$ cat src/rtl/time_scale_ctrl.sv
`default_nettype none
// ============================================================================
// Module      : time_scale_ctrl
// Description : Debounced up/down buttons select a 1-2-5 time-scale index and
//               drive a sample strobe at the matching divide ratio.
// Revision    : 1.0 - initial release
// ============================================================================
module time_scale_ctrl #(
    parameter int DEBOUNCE_CYCLES = 500000,
    parameter int SCALE_MAX       = 18,
    parameter int SCALE_INIT      = 9
) (
    input  logic       clk,
    input  logic       rst_n,
    input  logic       btn_up,
    input  logic       btn_down,
    output logic [4:0] scale_out,
    output logic       sample_en,
    output logic       scale_changed
);

    localparam int              c_DB_W      = (DEBOUNCE_CYCLES > 1) ? $clog2(DEBOUNCE_CYCLES) : 1;
    localparam logic [c_DB_W-1:0] c_DB_LAST = c_DB_W'(DEBOUNCE_CYCLES - 1);
    localparam logic [4:0]      c_SCALE_MAX = 5'(SCALE_MAX);
    localparam logic [4:0]      c_SCALE_INIT = 5'(SCALE_INIT);

    // Divide ratio minus one, so the counter compare needs no subtractor.
    function automatic logic [19:0] div_m1(input logic [4:0] s);
        case (s)
            5'd0:    div_m1 = 20'd0;
            5'd1:    div_m1 = 20'd1;
            5'd2:    div_m1 = 20'd4;
            5'd3:    div_m1 = 20'd9;
            5'd4:    div_m1 = 20'd19;
            5'd5:    div_m1 = 20'd49;
            5'd6:    div_m1 = 20'd99;
            5'd7:    div_m1 = 20'd199;
            5'd8:    div_m1 = 20'd499;
            5'd9:    div_m1 = 20'd999;
            5'd10:   div_m1 = 20'd1999;
            5'd11:   div_m1 = 20'd4999;
            5'd12:   div_m1 = 20'd9999;
            5'd13:   div_m1 = 20'd19999;
            5'd14:   div_m1 = 20'd49999;
            5'd15:   div_m1 = 20'd99999;
            5'd16:   div_m1 = 20'd199999;
            5'd17:   div_m1 = 20'd499999;
            default: div_m1 = 20'd999999;
        endcase
    endfunction

    logic [1:0]  w_btn_raw;
    logic [1:0]  w_deb;
    logic [1:0]  r_deb_d;
    logic        w_up_evt;
    logic        w_dn_evt;
    logic [4:0]  w_scale_nxt;
    logic        w_change;
    logic [19:0] w_div_nxt;
    logic [19:0] w_cnt_nxt;
    logic [4:0]  r_scale;
    logic        r_changed;
    logic        r_sample;
    logic [19:0] r_div_m1;
    logic [19:0] r_cnt;

    assign w_btn_raw = {btn_down, btn_up};

    generate
        for (genvar gi = 0; gi < 2; gi++) begin : g_btn
            logic              r_sync1;
            logic              r_sync2;
            logic              r_deb;
            logic [c_DB_W-1:0] r_cnt_db;

            always_ff @(posedge clk or negedge rst_n) begin
                if (!rst_n) begin
                    r_sync1  <= 1'b0;
                    r_sync2  <= 1'b0;
                    r_deb    <= 1'b0;
                    r_cnt_db <= '0;
                end else begin
                    r_sync1 <= w_btn_raw[gi];
                    r_sync2 <= r_sync1;
                    if (r_sync2 == r_deb) begin
                        r_cnt_db <= '0;
                    end else if (r_cnt_db == c_DB_LAST) begin
                        r_deb    <= r_sync2;
                        r_cnt_db <= '0;
                    end else begin
                        r_cnt_db <= r_cnt_db + 1'b1;
                    end
                end
            end

            assign w_deb[gi] = r_deb;
        end
    endgenerate

    // Press = rising edge of the debounced level; releases and holds are ignored.
    assign w_up_evt = w_deb[0] & ~r_deb_d[0];
    assign w_dn_evt = w_deb[1] & ~r_deb_d[1];

    always_comb begin
        w_scale_nxt = r_scale;
        w_change    = 1'b0;
        if (w_up_evt && !w_dn_evt && (r_scale < c_SCALE_MAX)) begin
            w_scale_nxt = r_scale + 5'd1;
            w_change    = 1'b1;
        end else if (w_dn_evt && !w_up_evt && (r_scale != 5'd0)) begin
            w_scale_nxt = r_scale - 5'd1;
            w_change    = 1'b1;
        end
    end

    // Lookup follows the next scale so the restarted count never sees a stale ratio.
    assign w_div_nxt = div_m1(w_scale_nxt);
    assign w_cnt_nxt = w_change               ? 20'd0 :
                       (r_cnt == r_div_m1)    ? 20'd0 : r_cnt + 20'd1;

    always_ff @(posedge clk or negedge rst_n) begin
        if (!rst_n) begin
            r_deb_d   <= 2'b00;
            r_scale   <= c_SCALE_INIT;
            r_changed <= 1'b0;
            r_div_m1  <= div_m1(c_SCALE_INIT);
            r_cnt     <= 20'd0;
            r_sample  <= 1'b0;
        end else begin
            r_deb_d   <= w_deb;
            r_scale   <= w_scale_nxt;
            r_changed <= w_change;
            r_div_m1  <= w_div_nxt;
            r_cnt     <= w_cnt_nxt;
            r_sample  <= (w_cnt_nxt == w_div_nxt);
        end
    end

    assign scale_out     = r_scale;
    assign scale_changed = r_changed;
    assign sample_en     = r_sample;

endmodule
`default_nettype wire

$ cat config.mk
export PLATFORM = sky130hd
export DESIGN_NAME = time_scale_ctrl
export DESIGN_NICKNAME = d
export VERILOG_FILES = /design/src/rtl/time_scale_ctrl.sv
export SDC_FILE = /design/constraint.sdc
export NUM_CORES = 1
export LEC_CHECK = 0
export CORE_MARGIN = 5
export CORE_UTILIZATION = 35
export CTS_CLUSTER_DIAMETER = 120
export DETAILED_ROUTE_END_ITERATION = 7
export GPL_TIMING_DRIVEN = 0
export PLACE_DENSITY = 0.51
export SYNTH_ARGS = -nofsm -noshare
export SYNTH_HDL_FRONTEND = slang
export SYNTH_SLANG_ARGS = --single-unit
$ cat constraint.sdc
create_clock -name clk -period 5.3 [get_ports clk]
set_input_delay 0.53 -clock clk [delete_from_list [all_inputs] [get_ports clk]]
set_output_delay 0.53 -clock clk [all_outputs]
set_load 0.005 [all_outputs]
After elaboration in Yosys (flattened, before gate mapping)
Memory sizes are Yosys's and may differ from the RTL's.
Index checks and enable logic that the tools add are counted.
{"block": "op_classes", "n_eq_ne": 6, "add_sub_neg": 5, "magnitude_cmp": 1, "muxes": 10, "n_reduce_logical": 9, "bitwise": 6}
{"op": "19-bit two-way mux", "n": 4}
{"op": "20-bit == test", "n": 2}
{"op": "20-bit two-way mux", "n": 2}
{"op": "19-bit by 1-bit adder with 19-bit output, second input constant", "n": 2}
{"op": "19-bit == test, second input constant", "n": 2}
{"op": "20-bit by 1-bit adder with 20-bit output, second input constant", "n": 1}
{"op": "5-bit two-way mux", "n": 2}
{"op": "5-bit by 1-bit adder with 5-bit output, second input constant", "n": 1}
{"op": "5-bit less-than comparator, second input constant", "n": 1}
{"op": "5-bit nonzero test", "n": 1}
{"op": "5-bit by 1-bit subtractor with 5-bit output, second input constant", "n": 1}
{"op": "1-bit logical AND", "n": 4}
{"op": "1-bit inverter", "n": 4}
{"op": "2-bit AND reduction", "n": 2}
{"op": "1-bit AND", "n": 2}
{"op": "1-bit == test", "n": 2}
{"op": "1-bit logical NOT", "n": 2}
{"op": "1-bit two-way mux", "n": 2}
{"block": "word_totals", "n_memories": 1, "ff_bits": 93, "romBits": 640, "output_inout_bits": 7, "inputBits": 4, "elab_cells": 52}
{"name": "(no name shown)", "depth": 32, "word_bits": 20, "read_ports": 1, "rd_ports_with_merged_regs": 0, "wr": 0, "line_no": "29", "source": "case (s)"}

Depth between registers and ports, before layout
Gate-level depths: netlist of the first run.
{"block": "logic_depth", "depth_word": 9, "ltp_mapped": 17}

Least setup slack after synthesis of the first run
Ideal clock, no wire load.
{"block": "synth_path", "kind": "flip-flop to flip-flop", "from": "register r_scale[1] (netlist: scale_out[1])", "to": "register r_sample (netlist: sample_en)", "setup_slack_ns": 1.672, "t_arrival_ns": 3.533, "required_time_ns": 5.204, "setup_ns": 0.096, "synth_period_minus_slack_ns": 3.628, "stages_incl_launch_ff": 16, "path_cell_list": "dfrtp_1 -> inv_1 -> ha_1 -> or4b_4 -> and3_4 -> o31ai_4 -> inv_2 -> ha_1 -> a31oi_1 -> nor2_1 -> a2111oi_0 -> a21oi_1 -> a211oi_1 -> a32oi_1 -> a21boi_0 -> nor4_2"}
{"block": "synth_between", "elab_chain_len": 6, "elab_cells_between_ends": 13}
{"element": "start, declared", "line_no": "61", "source": "logic [4:0] r_scale;"}
{"element": "start signal, assigned", "line_no": "124", "source": "r_scale <= c_SCALE_INIT;"}
{"element": "start signal, assigned", "line_no": "131", "source": "r_scale <= w_scale_nxt;"}
{"element": "parallel branches: the longest is 3 deep, another holds 5-bit by 1-bit subtractor with 5-bit output"}
{"element": "5-bit two-way mux *", "line_no": "107", "source": "if (w_up_evt && !w_dn_evt && (r_scale < c_SCALE_MAX)) begin"}
{"element": "named net w_scale_nxt[1]", "line_no": "57", "source": "logic [4:0] w_scale_nxt;"}
{"element": "memory 32 x 20 bit *"}
{"element": "20-bit == test *", "line_no": "135", "source": "r_sample <= (w_cnt_nxt == w_div_nxt);"}
{"element": "end signal, assigned", "line_no": "135"}
{"element": "end, declared", "line_no": "63", "source": "logic r_sample;"}
Mark *: on every way through the listed nets, which the timed path passes.
A chain may end at the register's enable or synchronous reset.

Final worst setup path of the first run
Ends and elaborated chain as after synthesis.

==> results.json, run 1 <==
{
  "status": "complete, no violations",
  "gr-usage-met3_pct": 2.87,
  "syn_nets": 520,
  "die_area_um2": 16800,
  "cts_resized": 0,
  "clkPwrFrac_pct": 43.9,
  "rows": 43,
  "grt_max_degree": 51,
  "ys_ff_latch": 92,
  "yosys_warnings": 0,
  "setup_violations": 0,
  "numCtsBuffers": 9,
  "hold_buffers": 0,
  "required_ps": 5540,
  "max_stage_delay_ps": 550,
  "crit_chain": "inv_1 -> ha_1 -> or4b_4 -> and3_4 -> o31ai_4 -> inv_2 -> ha_1 -> nor2_1 -> a31oi_1 -> nor2_1 -> a2111oi_0 -> a21oi_1 -> o21ai_1 -> nor4b_2 -> nand4_1 -> nor4_2",
  "fill_cells": 1399,
  "io_buffers": 10,
  "clk_latency_ps": 340,
  "core-area_um2": 14000,
  "yosysTopAreaCell": "dfrtp_1",
  "syn_area_per_cell_um2": 9.98,
  "fmax_mhz": 231,
  "slowest_stage": "o31ai_4",
  "dp_slack_ps": 926,
  "critical_path.top_delay_family": "simple AND/OR/NAND/NOR gates",
  "finalCritPeriodShare_pct": 81.6,
  "grt_pass1_wl_um": 18000,
  "diodes": 0,
  "dr.pass1.iters": 7,
  "instances_no_fill": 710,
  "ys.flop_type": "dfrtp_1",
  "hold_path.class": "in2async",
  "antenna_found_initial": 0,
  "r2r_slack_ps": 980,
  "ir_drop_mv": 0.188,
  "gr-usage-met2_pct": 21.3,
  "cp_num_buf_inv": 2,
  "syn_inst": 503,
  "gp_congestion": 0.842,
  "cp_max_fo": 12,
  "rsz0062_at_grt": "no",
  "synth_top_area_share_pct": 40.9,
  "internal_power_mw": 1.03,
  "dp_hpwl_um": 7740,
  "post-route-min-period_ps": 4320,
  "busiest_layer": "met2",
  "skew_ps": 8.17,
  "cts_sinks": 92,
  "gr-total-overflow": 0,
  "io_pins": 11,
  "syn_to_final_growth_pct": 12.2,
  "synth-edff-count": 0,
  "cts_setup_buffers": 0,
  "synth_area_leaders": "dfrtp_1, xor2_1, xnor2_1",
  "die_w_um": 130,
  "grt.total_usage_pct": 13.4,
  "layout.nets": 542,
  "antenna_left": 0,
  "cts_root_buf": "clkbuf_16",
  "crit_path_end_kind": "register",
  "power_density_nw_per_um2": 235,
  "drc_errors": 0,
  "start_kind": "register",
  "slew_headroom_pct": 49.2,
  "tritoncts": "built",
  "initial_core_util_pct": 35.9,
  "vias": 3606,
  "totalNegativeSetupSlack_ps": 0,
  "yosysUniqueCellTypes": 71,
  "cap_violations": 0,
  "first_global_vias": 3566,
  "power_frac_seq_pct": 53.7,
  "layout-drive-gt1-share_pct": 12.6,
  "syn-cell-area_um2": 5020,
  "drv_slew": 0,
  "criticalPathCategory": "reg2reg",
  "pwr-share-comb_pct": 2.3,
  "die_h_um": 130,
  "setup_ws_ps": 977,
  "worst_pin_slew_ps": 758,
  "via_per_inst": 5.08,
  "switching_share_pct": 21.9,
  "hold_violations": 0,
  "post_drt_wl_per_cell_um": 14.9,
  "dp_cells": 694,
  "power.switching_uw": 291,
  "total_leakage_power_nw": 2.42,
  "async_flop_share_pct": 100,
  "drt_iter0_markers": 145,
  "clockBufferDepth": 2,
  "synth_seq_area_share_pct": 46.1,
  "cp.arrival_ps": 4570,
  "globalRouteMet1Util_pct": 18.7,
  "cts_max_level": 3,
  "drt_wl_total_um": 10600,
  "clkTransAtPathRegs_ps": 60
}
==> sequential cells by signal, summed over array words and instances (netlist names) <==
signal / count
g_btn.r_cnt_db: 38
r_cnt: 20
r_div_m1: 20
scale_out: 4
g_btn.r_deb: 2
g_btn.r_sync1: 2
g_btn.r_sync2: 2
r_deb_d: 2
sample_en: 1
scale_changed: 1
==> worst paths after layout <==
kind / cells after the start / from / to
min in group clk: 0 / g_btn[0].r_sync1 / g_btn[0].r_sync2
hold / removal: 1 / rst_n / scale_out[2]
setup / recovery: 16 / scale_out[1] / sample_en
max in group asynchronous: 2 / rst_n / scale_out[3]
setup reg to reg: 16 / scale_out[1] / sample_en
hold reg to reg: 0 / g_btn[0].r_sync1 / g_btn[0].r_sync2
==> metal layers <==
layer	wire (um)	up-vias
met1	5030	1773
met2	5140	56
met4	110	0
met3	312	7
met5	0	-
li1	-	1770
==> Yosys cell counts (2+ instances only) <==
cell,number
mux2i_1,2
and3_1,13
or3_1,4
o21ai_1,3
buf_4,2
nor4_1,8
a22o_1,4
a21oi_2,2
o31ai_2,2
clkbuf_1,7
buf_6,4
a21oi_1,13
ha_1,13
nand4_1,13
or2_2,3
a31oi_2,3
mux2_2,2
inv_1,18
nor2b_1,3
dfstp_2,10
xnor2_1,39
nor2_1,74
dfrtp_1,82
buf_2,3
a211o_1,2
o21ai_0,6
nor2b_4,2
inv_2,4
xor2_1,48
nor3_1,14
nor4b_1,2
nand2_1,29
a31oi_1,3
nand3_1,29
==> cell usage in the layout (no fill, tap or decap), drive strengths merged, types with 9 or more instances in the layout <==
cell / count
nand2: 29
dfstp: 10
clkbuf: 19
nor2: 76
o21ai: 10
nand3: 29
xnor2: 39
inv: 22
a21oi: 15
nor4: 9
and3: 14
clkdlybuf4s50: 9
buf: 12
ha: 13
xor2: 48
nor3: 15
dfrtp: 82
nand4: 14
==> cell families (layout without fill, tap and decap cells) <==
family,after synthesis,count (layout),synth area share (%)
buffers and inverters,40,67,3.81
muxes,5,5,1.07
AOI/OAI and AO/OA,57,57,9.08
DFF,92,92,46.1
adders and majority gates,13,13,3.24
xor gates and xnor gates,87,87,15.2
and+or+nand+nor,209,209,21.5
==> final cells by class <==
class,instances,area (um^2),share of cell area (%)
Tap cell,180,225,4.00
Timing Repair Buffer,11,125,2.22
Sequential cell,92,2310,41.1
Buffer,17,105,1.87
Inverter,23,86.3,1.53
Clock inverter,4,26.3,0.467
Clock buffer,12,236,4.20
Multi-Input combinational cell,371,2510,44.6
==> power groups by stage <==
stage	registers [mW]	clock network, mW	logic (mW)
final	0.712	0.582	0.0310
after global routing	0.713	0.632	0.0372
after CTS	0.712	0.606	0.0334
after detailed placement	0.725	0	0.0332
after global placement	0.725	0	0.0302
after floorplan	0.724	0	0.0107
==> through the flow <==
stage / hold slack (ps) / cell area (um^2) / util (%) / total power [mW]
after floorplan: 234 / 5020 / - / 0.735
after global placement: 336 / 5340 / 38.2 / 0.755
after detailed placement: 343 / 5370 / 38.4 / 0.758
after CTS: 207 / 5630 / 40.3 / 1.35
after global routing: 241 / 5630 / 40.3 / 1.38
final: 190 / 5630 / 40.3 / 1.33
Note: power is estimated with default switching activity, not from simulation.
==> inputs of run 2 (changes only) <==
PLACE_DENSITY = 0.53   (was 0.51)
clock period = 3.9 ns   (was 5.3 ns; I/O delays follow)
==> run 2 against run 1 <==
Effect of this change: sequential share of layout area is 0.78 points lower; clock power grew 53%; global-route usage grew 0.46 points; worst setup slack worse by 730 ps; cell count rose by 0.85%; via count decreased by 0.53%; register-to-register slack worse by 730 ps; first-iteration DRC count grew 30%; total power grew 44%; critical path depth is the same; die area unchanged; non-clock buffer count up 6; largest cell class unchanged.
==> results.json, run 2 (synthesis gave the netlist of run 1 again) <==
{
  "status": "complete, no violations",
  "first_global_vias": 3542,
  "io_buffers": 10,
  "post_drt_wl_per_cell_um": 15.2,
  "dp_slack_ps": -452,
  "layout.nets": 548,
  "dr.pass1.iters": 5,
  "die_area_um2": 16800,
  "area.sequential_um2": 2320,
  "total_power_mw": 1.90,
  "drv_slew": 0,
  "antenna_found_initial": 0,
  "cp.arrival_ps": 3900,
  "start_kind": "register",
  "ir_drop_mv": 0.216,
  "grt_pass1_wl_um": 18300,
  "cp_max_fo": 6,
  "syn_to_final_growth_pct": 14.5,
  "r2r-start": "scale_out[1]",
  "crit_path_end_kind": "register",
  "skew_ps": 9.43,
  "timing.rr.end": "sample_en",
  "numCtsBuffers": 9,
  "placed_area_um2": 5370,
  "core-area_um2": 14000,
  "setup_ws_ps": 246,
  "layout_common_cells": "dfrtp_1, nor2_1, xor2_1",
  "grt_max_degree": 50,
  "finalCritPeriodShare_pct": 93.7,
  "tritoncts": "built",
  "vias": 3587,
  "rsz0062_at_grt": "no",
  "gr-total-overflow": 0,
  "cap_violations": 0,
  "fill_cells": 1402,
  "dp_hpwl_um": 7880,
  "total_leakage_power_nw": 2.47,
  "setup_violations": 0,
  "multi_input_area_um2": 2540,
  "clkTransAtPathRegs_ps": 70,
  "clk_latency_ps": 350,
  "clockBufferDepth": 2,
  "reg_top3": "g_btn.r_cnt_db x38, r_cnt x20, r_div_m1 x20",
  "criticalPathCategory": "reg2reg",
  "largest_reg_flops": 38,
  "die_w_um": 130,
  "grt.total_usage_pct": 13.9,
  "io_pins": 11,
  "required_ps": 4150,
  "antenna_left": 0,
  "initial_core_util_pct": 35.9,
  "fin_area_um2": 5740,
  "drt_iter0_markers": 188,
  "cts_sinks": 92,
  "rows": 43,
  "r2r.worst_path.cells": 16,
  "final_common_cell": "dfrtp_1",
  "hold_violations": 0,
  "diodes": 0,
  "gp_congestion": 0.846,
  "power_density_nw_per_um2": 331,
  "drt_wl_total_um": 10900,
  "fmax_mhz": 274,
  "r2r_slack_ps": 250,
  "hold_buffers": 0,
  "cts_root_buf": "clkbuf_16",
  "slew_headroom_pct": 48.6,
  "regMostFlops": "g_btn.r_cnt_db",
  "post-route-min-period_ps": 3650,
  "worst_pin_slew_ps": 766,
  "via_per_inst": 5.01,
  "final_core_util_pct": 41.1,
  "cts_max_level": 3,
  "die_h_um": 130,
  "layout-drive-gt1-share_pct": 16.0,
  "hold_path.class": "in2async",
  "drc_errors": 0
}
run 2: changes by cell type in the layout (fill, tap and decap cells not counted), moves of 2 or more:
cell      change
ha_2          +3
inv_1         -2
clkbuf_1      -3
buf_4         +6
ha_1          -3
inv_2         +2
inv_6         +2
run 2: area by class of cell:
type	count	share of cell area, %
repair buffers	17	2.96
multi-input cells	371	44.3
well taps	180	3.92
clock buffers	9	3.92
plain buffers	17	1.83
inverters	23	1.50
flip-flops and latches	92	40.3
clock inverters	7	1.29
run 2: how the worst max path moves through the flow:
stage	slack [ps]	cells after the start	to	start
after floorplan	270	15	sample_en	scale_out[1]
after global placement	-1060	1	r_cnt[14]	rst_n
after detailed placement	-450	14	sample_en	scale_out[1]
after CTS	50	16	sample_en	scale_out[1]
after global routing	20	17	sample_en	scale_out[1]
final	250	16	sample_en	scale_out[1]
run 2: timing repair:
| action | 4_1_cts | 5_1_grt |
|---|---|---|
| pin swaps | 3 | 3 |
| resized for setup | 6 | 5 |
| setup endpoints to repair | 1 | 1 |
| setup buffers | 4 | 2 |
run 2: power by group:
group | total [mW] | internal, mW | leakage (nW) | switching, mW
sequential | 0.968 | 0.961 | 1.23 | 0.00628
clock | 0.893 | 0.500 | 0.146 | 0.393
combinational | 0.0428 | 0.0122 | 1.10 | 0.0306
run 2: metrics by stage:
step,setup TNS [ps],hold slack (ps),instances
2_1_floorplan,0,94.4,503
6_report,0,38.4,716
4_1_cts,0,53.6,714
3_5_place_dp,-452,335,694
3_3_place_gp,-86200,336,693
5_1_grt,0,80.7,716
run 2: routing by layer:
| layer | wire [um] | global-route usage (%) | vias to the layer above |
|---|---|---|---|
| met5 | 0 | 0 | - |
| met4 | 182 | 4.52 | 0 |
| met3 | 305 | 3.81 | 16 |
| met2 | 5180 | 22.1 | 44 |
| met1 | 5220 | 18.4 | 1747 |
| li1 | - | - | 1780 |
run 2: critical path, cell delays in order (launching register included):
cell,delay (ps)
dfrtp_2,420
inv_2,80
ha_2,200
or4b_4,500
and3_4,200
o211ai_2,200
o31ai_4,110
inv_2,120
ha_2,200
inv_1,40
o221ai_1,220
a2111oi_2,120
a21oi_2,180
o21ai_1,100
nor4b_2,350
nand4_1,200
nor4_2,310
